<file path="src/rtl/game_cmd_pkg.sv">
`default_nettype none
// ============================================================================
//  Module      : game_cmd_pkg
//  Description : Shared constants and types for the game command parser.
//  Revision    : 1.0 - initial release
// ============================================================================
package game_cmd_pkg;

    localparam logic [7:0] HDR       = 8'hA5;
    localparam logic [7:0] CMD_FLAP  = 8'h01;
    localparam logic [7:0] CMD_START = 8'h02;
    localparam logic [7:0] CMD_PAUSE = 8'h03;

    typedef enum logic [1:0] {
        IDLE    = 2'd0,
        GOT_HDR = 2'd1,
        GOT_CMD = 2'd2
    } parse_state_t;

    function automatic logic cmd_known(input logic [7:0] cmd);
        return (cmd == CMD_FLAP) || (cmd == CMD_START) || (cmd == CMD_PAUSE);
    endfunction

endpackage
`default_nettype wire

</file>
<file path="src/rtl/game_cmd_parser_if.sv">
`default_nettype none
// ============================================================================
//  Module      : game_cmd_parser_if
//  Description : Byte input, frame sync and command/error outputs of the parser.
//  Revision    : 1.0 - initial release
// ============================================================================
interface game_cmd_parser_if;

    logic [7:0] rx_data;
    logic       rx_data_valid;
    logic       vs_in;
    logic       cmd_flap;
    logic       cmd_start;
    logic       cmd_pause;
    logic       pkt_err;
    logic [7:0] err_cnt;

    modport master (
        output rx_data, rx_data_valid, vs_in,
        input  cmd_flap, cmd_start, cmd_pause, pkt_err, err_cnt
    );

    modport slave (
        input  rx_data, rx_data_valid, vs_in,
        output cmd_flap, cmd_start, cmd_pause, pkt_err, err_cnt
    );

endinterface
`default_nettype wire

</file>
<file path="src/rtl/game_cmd_parser_frame_release.sv">
`default_nettype none
// ============================================================================
//  Module      : frame_release
//  Description : Holds coalesced pending commands and releases them as
//                one-cycle pulses on the frame edge of vs_in.
//  Revision    : 1.0 - initial release
// ============================================================================
module frame_release #(
    parameter logic VS_ACTIVE = 1'b0
) (
    input  logic clk,
    input  logic rst_n,
    input  logic vs_in,
    input  logic set_flap,
    input  logic set_start,
    input  logic set_pause,
    output logic cmd_flap,
    output logic cmd_start,
    output logic cmd_pause
);

    logic r_vs_d;
    logic r_flap_p;
    logic r_start_p;
    logic r_pause_p;
    logic w_edge;

    assign w_edge = (vs_in == VS_ACTIVE) && (r_vs_d != VS_ACTIVE);

    always_ff @(posedge clk or negedge rst_n) begin
        if (!rst_n) begin
            r_vs_d    <= ~VS_ACTIVE;
            r_flap_p  <= 1'b0;
            r_start_p <= 1'b0;
            r_pause_p <= 1'b0;
            cmd_flap  <= 1'b0;
            cmd_start <= 1'b0;
            cmd_pause <= 1'b0;
        end else begin
            r_vs_d    <= vs_in;
            cmd_flap  <= w_edge & r_flap_p;
            cmd_start <= w_edge & r_start_p;
            cmd_pause <= w_edge & r_pause_p;

            // A command completing on the edge cycle is kept for the next frame.
            r_flap_p <= (r_flap_p & ~w_edge) | set_flap;
            if (set_start) begin
                r_start_p <= 1'b1;
                r_pause_p <= 1'b0;
            end else if (set_pause) begin
                r_start_p <= 1'b0;
                r_pause_p <= 1'b1;
            end else if (w_edge) begin
                r_start_p <= 1'b0;
                r_pause_p <= 1'b0;
            end
        end
    end

endmodule
`default_nettype wire

</file>
<file path="src/rtl/game_cmd_parser.sv">
`default_nettype none
// ============================================================================
//  Module      : game_cmd_parser
//  Description : Parses A5/CMD/~CMD packets, times out stalled packets and
//                hands valid commands to the per-frame release stage.
//  Revision    : 1.0 - initial release
// ============================================================================
module game_cmd_parser
    import game_cmd_pkg::*;
#(
    parameter int   CLK_FRE    = 25,
    parameter int   TIMEOUT_MS = 20,
    parameter logic VS_ACTIVE  = 1'b0
) (
    input  logic               clk,
    input  logic               rst_n,
    game_cmd_parser_if.slave   bus
);

    localparam int              TICKS   = CLK_FRE * 1000 * TIMEOUT_MS;
    localparam int              TO_W    = $clog2(TICKS + 1);
    localparam logic [TO_W-1:0] TO_TERM = TO_W'(TICKS - 1);

    parse_state_t    r_state;
    logic [7:0]      r_cmd;
    logic [TO_W-1:0] r_to_cnt;
    logic            r_err;
    logic [7:0]      r_err_cnt;

    logic w_timeout;
    logic w_final;
    logic w_chk_ok;
    logic w_err;
    logic w_set_flap;
    logic w_set_start;
    logic w_set_pause;

    // A byte landing on the terminal cycle takes priority over the timeout.
    assign w_timeout = (r_state != IDLE) && !bus.rx_data_valid && (r_to_cnt == TO_TERM);
    assign w_final   = bus.rx_data_valid && (r_state == GOT_CMD);
    assign w_chk_ok  = (bus.rx_data == (r_cmd ^ 8'hFF)) && cmd_known(r_cmd);
    assign w_err     = w_timeout || (w_final && !w_chk_ok);

    assign w_set_flap  = w_final && w_chk_ok && (r_cmd == CMD_FLAP);
    assign w_set_start = w_final && w_chk_ok && (r_cmd == CMD_START);
    assign w_set_pause = w_final && w_chk_ok && (r_cmd == CMD_PAUSE);

    always_ff @(posedge clk or negedge rst_n) begin
        if (!rst_n) begin
            r_state   <= IDLE;
            r_cmd     <= 8'h00;
            r_to_cnt  <= '0;
            r_err     <= 1'b0;
            r_err_cnt <= 8'h00;
        end else begin
            r_err <= w_err;
            if (w_err && (r_err_cnt != 8'hFF)) begin
                r_err_cnt <= r_err_cnt + 8'h01;
            end

            if (bus.rx_data_valid || (r_state == IDLE) || w_timeout) begin
                r_to_cnt <= '0;
            end else begin
                r_to_cnt <= r_to_cnt + 1'b1;
            end

            if (w_timeout) begin
                r_state <= IDLE;
            end else if (bus.rx_data_valid) begin
                unique case (r_state)
                    IDLE: begin
                        if (bus.rx_data == HDR) begin
                            r_state <= GOT_HDR;
                        end
                    end
                    GOT_HDR: begin
                        r_cmd   <= bus.rx_data;
                        r_state <= GOT_CMD;
                    end
                    GOT_CMD: begin
                        r_state <= IDLE;
                    end
                    default: begin
                        r_state <= IDLE;
                    end
                endcase
            end
        end
    end

    assign bus.pkt_err = r_err;
    assign bus.err_cnt = r_err_cnt;

    frame_release #(
        .VS_ACTIVE (VS_ACTIVE)
    ) u_frame_release (
        .clk       (clk),
        .rst_n     (rst_n),
        .vs_in     (bus.vs_in),
        .set_flap  (w_set_flap),
        .set_start (w_set_start),
        .set_pause (w_set_pause),
        .cmd_flap  (bus.cmd_flap),
        .cmd_start (bus.cmd_start),
        .cmd_pause (bus.cmd_pause)
    );

endmodule
`default_nettype wire

</file>
<file path="src/flat_wrapper.sv">
// flat-port wrapper written by rule: the top's interface ports become plain ports
module game_cmd_parser_flat import game_cmd_pkg::*;
#(
    parameter int   CLK_FRE    = 25,
    parameter int   TIMEOUT_MS = 20,
    parameter logic VS_ACTIVE  = 1'b0
)
  (clk, rst_n, bus_rx_data, bus_rx_data_valid, bus_vs_in, bus_cmd_flap, bus_cmd_start, bus_cmd_pause, bus_pkt_err, bus_err_cnt);
  game_cmd_parser_if bus_i ();
  input  logic clk;
  input  logic rst_n;
  input wire logic [$bits(bus_i.rx_data)-1:0] bus_rx_data;
  input wire logic [$bits(bus_i.rx_data_valid)-1:0] bus_rx_data_valid;
  input wire logic [$bits(bus_i.vs_in)-1:0] bus_vs_in;
  output wire logic [$bits(bus_i.cmd_flap)-1:0] bus_cmd_flap;
  output wire logic [$bits(bus_i.cmd_start)-1:0] bus_cmd_start;
  output wire logic [$bits(bus_i.cmd_pause)-1:0] bus_cmd_pause;
  output wire logic [$bits(bus_i.pkt_err)-1:0] bus_pkt_err;
  output wire logic [$bits(bus_i.err_cnt)-1:0] bus_err_cnt;
  assign bus_i.rx_data = bus_rx_data;
  assign bus_i.rx_data_valid = bus_rx_data_valid;
  assign bus_i.vs_in = bus_vs_in;
  assign bus_cmd_flap = bus_i.cmd_flap;
  assign bus_cmd_start = bus_i.cmd_start;
  assign bus_cmd_pause = bus_i.cmd_pause;
  assign bus_pkt_err = bus_i.pkt_err;
  assign bus_err_cnt = bus_i.err_cnt;
  game_cmd_parser #(.CLK_FRE(CLK_FRE), .TIMEOUT_MS(TIMEOUT_MS), .VS_ACTIVE(VS_ACTIVE)) u_core (.clk(clk), .rst_n(rst_n), .bus(bus_i));
endmodule
</file>
<file path="config.mk">
export PLATFORM = sky130hd
export DESIGN_NAME = game_cmd_parser_flat
export DESIGN_NICKNAME = d
export VERILOG_FILES = /design/src/rtl/game_cmd_pkg.sv /design/src/rtl/game_cmd_parser_if.sv /design/src/rtl/game_cmd_parser_frame_release.sv /design/src/rtl/game_cmd_parser.sv /design/src/flat_wrapper.sv
export SDC_FILE = /design/constraint.sdc
export NUM_CORES = 1
export LEC_CHECK = 0
export CAP_MARGIN = 30
export CORE_MARGIN = 2
export CORE_UTILIZATION = 43
export DETAILED_ROUTE_END_ITERATION = 7
export PLACE_DENSITY_LB_ADDON = 0.12
export SKIP_LAST_GASP = 1
export SLEW_MARGIN = 20
export SYNTH_ARGS = -nofsm -noshare
export SYNTH_HDL_FRONTEND = slang
export SYNTH_HIERARCHICAL = 1
export SYNTH_SLANG_ARGS = --single-unit
</file>
<file path="constraint.sdc">
create_clock -name clk -period 2.85 [get_ports clk]
set_clock_uncertainty 0.1 [all_clocks]
set_input_delay 0.4275 -clock clk [delete_from_list [all_inputs] [get_ports clk]]
set_output_delay 0.4275 -clock clk [all_outputs]
set_load 0.005 [all_outputs]
</file>
# Word-level counts from Yosys, hierarchy flattened
# Index checks and enable logic that the tools add are counted.
[word_totals]
reg_bits = 45
in_bits = 12
elab_cells = 67
[op_classes]
add_sub_neg = 2
eq_ne = 10
muxes = 10
bitwise = 9
n_reduce_logical = 24
[op_table]
columns = ["op", "count"]
rows = [
  ["adder 19 x 1 -> 19 bit (second input constant)", 1],
  ["== test 19 bit (second input constant)", 1],
  ["two-way mux 19 bit", 1],
  ["== test 8 x 2 -> 1 bit (second input constant)", 2],
  ["logical AND 1 bit", 11],
  ["adder 8 x 1 -> 8 bit (second input constant)", 1],
  ["== test 8 x 1 -> 1 bit (second input constant)", 1],
  ["== test 8 bit", 1],
  ["== test 8 bit (second input constant)", 1],
  ["!= test 8 bit (second input constant)", 1],
  ["inverter 8 bit", 1],
  ["two-way mux 2 bit", 3],
  ["logical OR 1 bit", 5],
  ["two-way mux 1 bit", 5],
  ["bitwise AND 1 bit", 4],
  ["case mux 2 bit (2 select lines)", 1],
  ["nonzero test 2 bit", 2],
  ["!= test 3 x 2 -> 1 bit (second input constant)", 1],
  ["inverter 1 bit", 3],
  ["AND reduction 3 bit", 1],
  ["nonzero test 3 bit", 1],
  ["== test 2 x 1 -> 1 bit (second input constant)", 1],
  ["== test 2 bit (second input constant)", 1],
  ["zero test 1 bit", 2],
  ["3 further kinds", 3],
]

# Depth between registers and ports, before layout
[logic_depth]
depth_word = 8
mapped_depth = 8

# Cells and area by module
# Netlist, hierarchy kept.
[modules_own_cells]
columns = ["mod", "instances", "cells_each", "area_each_um2", "seq_area_each_um2"]
rows = [
  ["game_cmd_parser", 1, 216, 2082.0, 950.9],
  ["frame_release", 1, 17, 255.2, 176.4],
]

# Worst setup path before layout
# OpenSTA, ideal clock, no wires.
[synth_path]
path_kind = "reg2reg"
from = "register u_core.r_to_cnt[5]"
to = "register u_core.r_err_cnt[0] (netlist: u_core/bus.err_cnt[0])"
arrival_ns = 2.231
slack_ns = 0.432
path_stages_with_launch = 7
period_less_slack_ns = 2.418
path_cell_list = "dfrtp_1 or4b_1 or4_1 buf_2 or2_4 or3_1 o211ai_1"
[synth_via]
elab_chain_cells = 4
[synth_rtl]
columns = ["element", "line", "source"]
rows = [
  ["start: declaration", "game_cmd_parser.sv:26", "logic [TO_W-1:0] r_to_cnt;"],
  ["start signal: assignment", "game_cmd_parser.sv:64", "r_to_cnt <= r_to_cnt + 1'b1;"],
  ["== test 19 bit", "game_cmd_parser.sv:39", "assign w_timeout = (r_state != IDLE) && !bus.rx_data_valid && (r_to_cnt == TO_TERM);"],
  ["logical AND 1 bit", "game_cmd_parser.sv:39", ""],
  ["logical OR 1 bit", "game_cmd_parser.sv:42", "assign w_err = w_timeout || (w_final && !w_chk_ok);"],
  ["logical AND 1 bit", "game_cmd_parser.sv:57", "if (w_err && (r_err_cnt != 8'hFF)) begin"],
  ["end signal: assignment", "game_cmd_parser.sv:58", "r_err_cnt <= r_err_cnt + 8'h01;"],
  ["end: declaration", "game_cmd_parser.sv:28", "logic [7:0] r_err_cnt;"],
]
# Every way passes these cells.
# A chain may end at the register's enable or synchronous reset.

# Worst setup path after layout
[layout_path]
from = "register u_core.r_to_cnt[5]"
to = "register u_core.r_err_cnt[7] (netlist: u_core/bus.err_cnt[7])"
[layout_via]
elab_chain_cells = 4
[layout_rtl]
columns = ["element", "line", "source"]
rows = [
  ["== test 19 bit", "game_cmd_parser.sv:39", ""],
  ["logical AND 1 bit", "game_cmd_parser.sv:39", ""],
  ["logical OR 1 bit", "game_cmd_parser.sv:42", ""],
  ["net u_core.w_err", "game_cmd_parser.sv:33", "logic w_err;"],
  ["logical AND 1 bit", "game_cmd_parser.sv:57", ""],
]
# The timed path passes the listed nets, and every way through them passes these cells.

==> out/qor.yml <==
outcome: "completed"
antenna_cells: 0
worstPathRequired_ps: 2910
crit_path_end_kind: "flip-flop"
yosysMostFrequentCell: "dfrtp_1"
regArea_mm2: 0.00113
grt_antenna_before_repair: 0
setup_viol_count_final: 0
synthFlopType: "dfrtp_1"
first_pass_iters: 4
critPathLaunchType: "flip-flop"
area_growth_pct: 18.1
crit_path_cell_trace: "or4b_1 > or4_1 > nor2_1 > a21oi_1 > inv_1 > a41oi_1"
place_area_mm2: 0.00267
leakage_nw: 1.15
syn_area_mm2: 0.00234
route.detailed.drc: 0
synthTopCellsByArea: "dfrtp_1 47%, xnor2_1 6.0%, nor2_1 5.3%"
avgRoutedWirePerCell_um: 13.8
hold_viol: 0
ys_async_sr_fraction_pct: 100
grtUsageTotal_pct: 16.3
post_cts_resized: 0
post-route-min-period_ps: 2610
fmax_mhz: 383
final_area_mm2: 0.00276
vdd_drop_max_mv: 0.213
relSlewSlack_pct: 55.5
multi_input_area_mm2: 0.00115
worstSetupPathType: "flip-flop to flip-flop"
grt_max_degree: 25
tightest_slew_ps: 661
yosys.area.top_type: "dfrtp_1"
synth.yosys.seq_area_share_pct: 48.2
synth-seq-cells: 45
finalSetupTns_ps: 0
first_iter_violations: 149
final_nets: 275
io_buffers: 23
ant_nets: 0
numCtsBuffers: 5
slew_viol_final: 0
yosysTopAreaCellShare_pct: 47.1
syn_inst: 233
utilization_pct: 53.4
synth_cell_types: 49
overflow: 0
h-tree-depth: 2
ys_top_cells_by_count: "44 x dfrtp_1, 33 x nor2_1, 16 x xnor2_1"
avgSynthCellArea_um2: 10.0
postCtsHoldBufs: 0
r2r_slack_ps: 240
clockBufferDepth: 2
vias_per_cell: 5.33
die-area_mm2: 0.00604
cts.reportedPaths.clkPinSlew_ps: 90
core-area_mm2: 0.00517
insertion_delay_ps: 300
dp_hpwl_um: 3250
first_global_vias: 1695
start_util_pct: 45.2
finalCritPeriodShare_pct: 91.5
cts.sinks: 45
cts_setup_buffers: 0
place_congestion: 0.797
ios: 24
synth_warnings: 6
cp_data_arrival_time_ps: 2670
root_buffer: "clkbuf_8"
routed_wl_um: 4570
synth-edff-count: 0
die_height_um: 77.7
hold_class: "input port to async pin"
vias: 1768
syn_nets: 247
rsz0062_at_grt: "false"
crit_slowest_cell: "or4_1"
grt_first_pass_wirelength_um: 8030
cp_max_fo: 7
rows: 26
critPathMaxStageDelay_ps: 690
powerDensity_mw_per_mm2: 415
cts_tree: "built"
max_cap_viol_count: 0
die-width_um: 77.7
fill_cells: 464
drive_gt1_share_pct: 10.7
## cell usage in the layout (no fill, tap or decap), types with 2 or more instances in the layout
cell type / netlist / final
buf_4: 1 / 2
and3_1: 7 / 7
nor3_1: 14 / 14
mux2_2: 8 / 8
o21ai_0: 3 / 3
a221oi_1: 3 / 3
or3_1: 3 / 3
or4_1: 6 / 6
nand3_1: 12 / 12
ha_1: 2 / 2
dfrtp_1: 44 / 44
a21oi_1: 2 / 2
inv_1: 8 / 8
nor2_1: 33 / 33
xnor2_1: 16 / 16
and2_1: 5 / 5
a41oi_1: 2 / 2
nand3b_1: 3 / 3
and3b_1: 2 / 2
xor2_1: 8 / 8
nand4_1: 7 / 7
o21bai_1: 2 / 2
nand2_1: 9 / 9
a21o_1: 2 / 2
clkdlybuf4s50_1: 0 / 22
nor4_1: 5 / 5
clkbuf_8: 0 / 5
nor4b_1: 2 / 2
## per-layer routing
metal	up-vias	GRT usage [%]	part of all wire [%]
li1	891	-	-
met1	841	24.4	51
met2	32	23.7	45
met3	4	3.72	3.4
met4	0	4.46	0.74
met5	-	0	0
## report_power, final
group | switching, mW | internal, mW | leakage (nW)
clock network | 0.234 | 0.177 | 0.0447
registers | 0.00920 | 0.647 | 0.619
logic | 0.0368 | 0.0405 | 0.486
## sequential cells by signal, summed over array words and instances (netlist names)
name / cells
u_core/r_to_cnt: 19
u_core/u_frame_release/r_start_p: 1
u_core/u_frame_release/r_pause_p: 1
u_core/u_frame_release/cmd_pause: 1
u_core/u_frame_release/r_vs_d: 1
u_core/u_frame_release/cmd_flap: 1
u_core/u_frame_release/cmd_start: 1
u_core/bus.err_cnt: 8
u_core/bus.pkt_err: 1
u_core/u_frame_release/r_flap_p: 1
u_core/r_state: 2
u_core/r_cmd: 8
## layout make-up
cell class / count / area share (%)
well taps: 70 / 3.17
clock buffers: 5 / 2.49
flip-flops and latches: 45 / 40.8
clock inverters: 3 / 0.907
repair buffers: 26 / 9.70
inverters: 8 / 1.09
multi-input cells: 175 / 41.8
## cells by family after synthesis
kind of cell	synth area share (%)
AOI/OAI and AO/OA	7.44
xor gates and xnor gates	8.99
DFF	48.2
buffers and inverters	2.41
adders and majority gates	1.07
and+or+nand+nor	27.6
muxes	4.28
## metrics by stage
step	hold WS, ps	power (mW)	worst slack, ps	cells
2_1_floorplan	31.9	0.700	432	233
3_3_place_gp	353	0.742	225	323
3_5_place_dp	358	0.748	172	324
4_1_cts	36.0	1.17	228	332
5_1_grt	46.2	1.20	56.1	332
6_report	14.5	1.14	241	332
## path summary, 6_finish.rpt
check,start,end,depth (start not counted)
min in group clk,u_core/u_frame_release/r_flap_p$_DFF_PN0_,u_core/u_frame_release/r_flap_p$_DFF_PN0_,1
max reg2reg,u_core/r_to_cnt[5]$_DFF_PN0_,u_core/bus.err_cnt[7]$_DFFE_PN0P_,6
max in group asynchronous,rst_n,u_core/r_cmd[2]$_DFFE_PN0P_,2
min,rst_n,u_core/u_frame_release/cmd_flap$_DFF_PN0_,1
min reg2reg,u_core/u_frame_release/r_flap_p$_DFF_PN0_,u_core/u_frame_release/r_flap_p$_DFF_PN0_,1
max,u_core/r_to_cnt[5]$_DFF_PN0_,u_core/bus.err_cnt[7]$_DFFE_PN0P_,6
## critical path, delay by kind of cell (launching register included)
kind | cells | cell delay, ps
and+or+nand+nor | 3 | 1570
DFF | 1 | 440
AOI/OAI and AO/OA | 2 | 230
buffers and inverters | 1 | 130
Power figures use the tool's default switching activity.
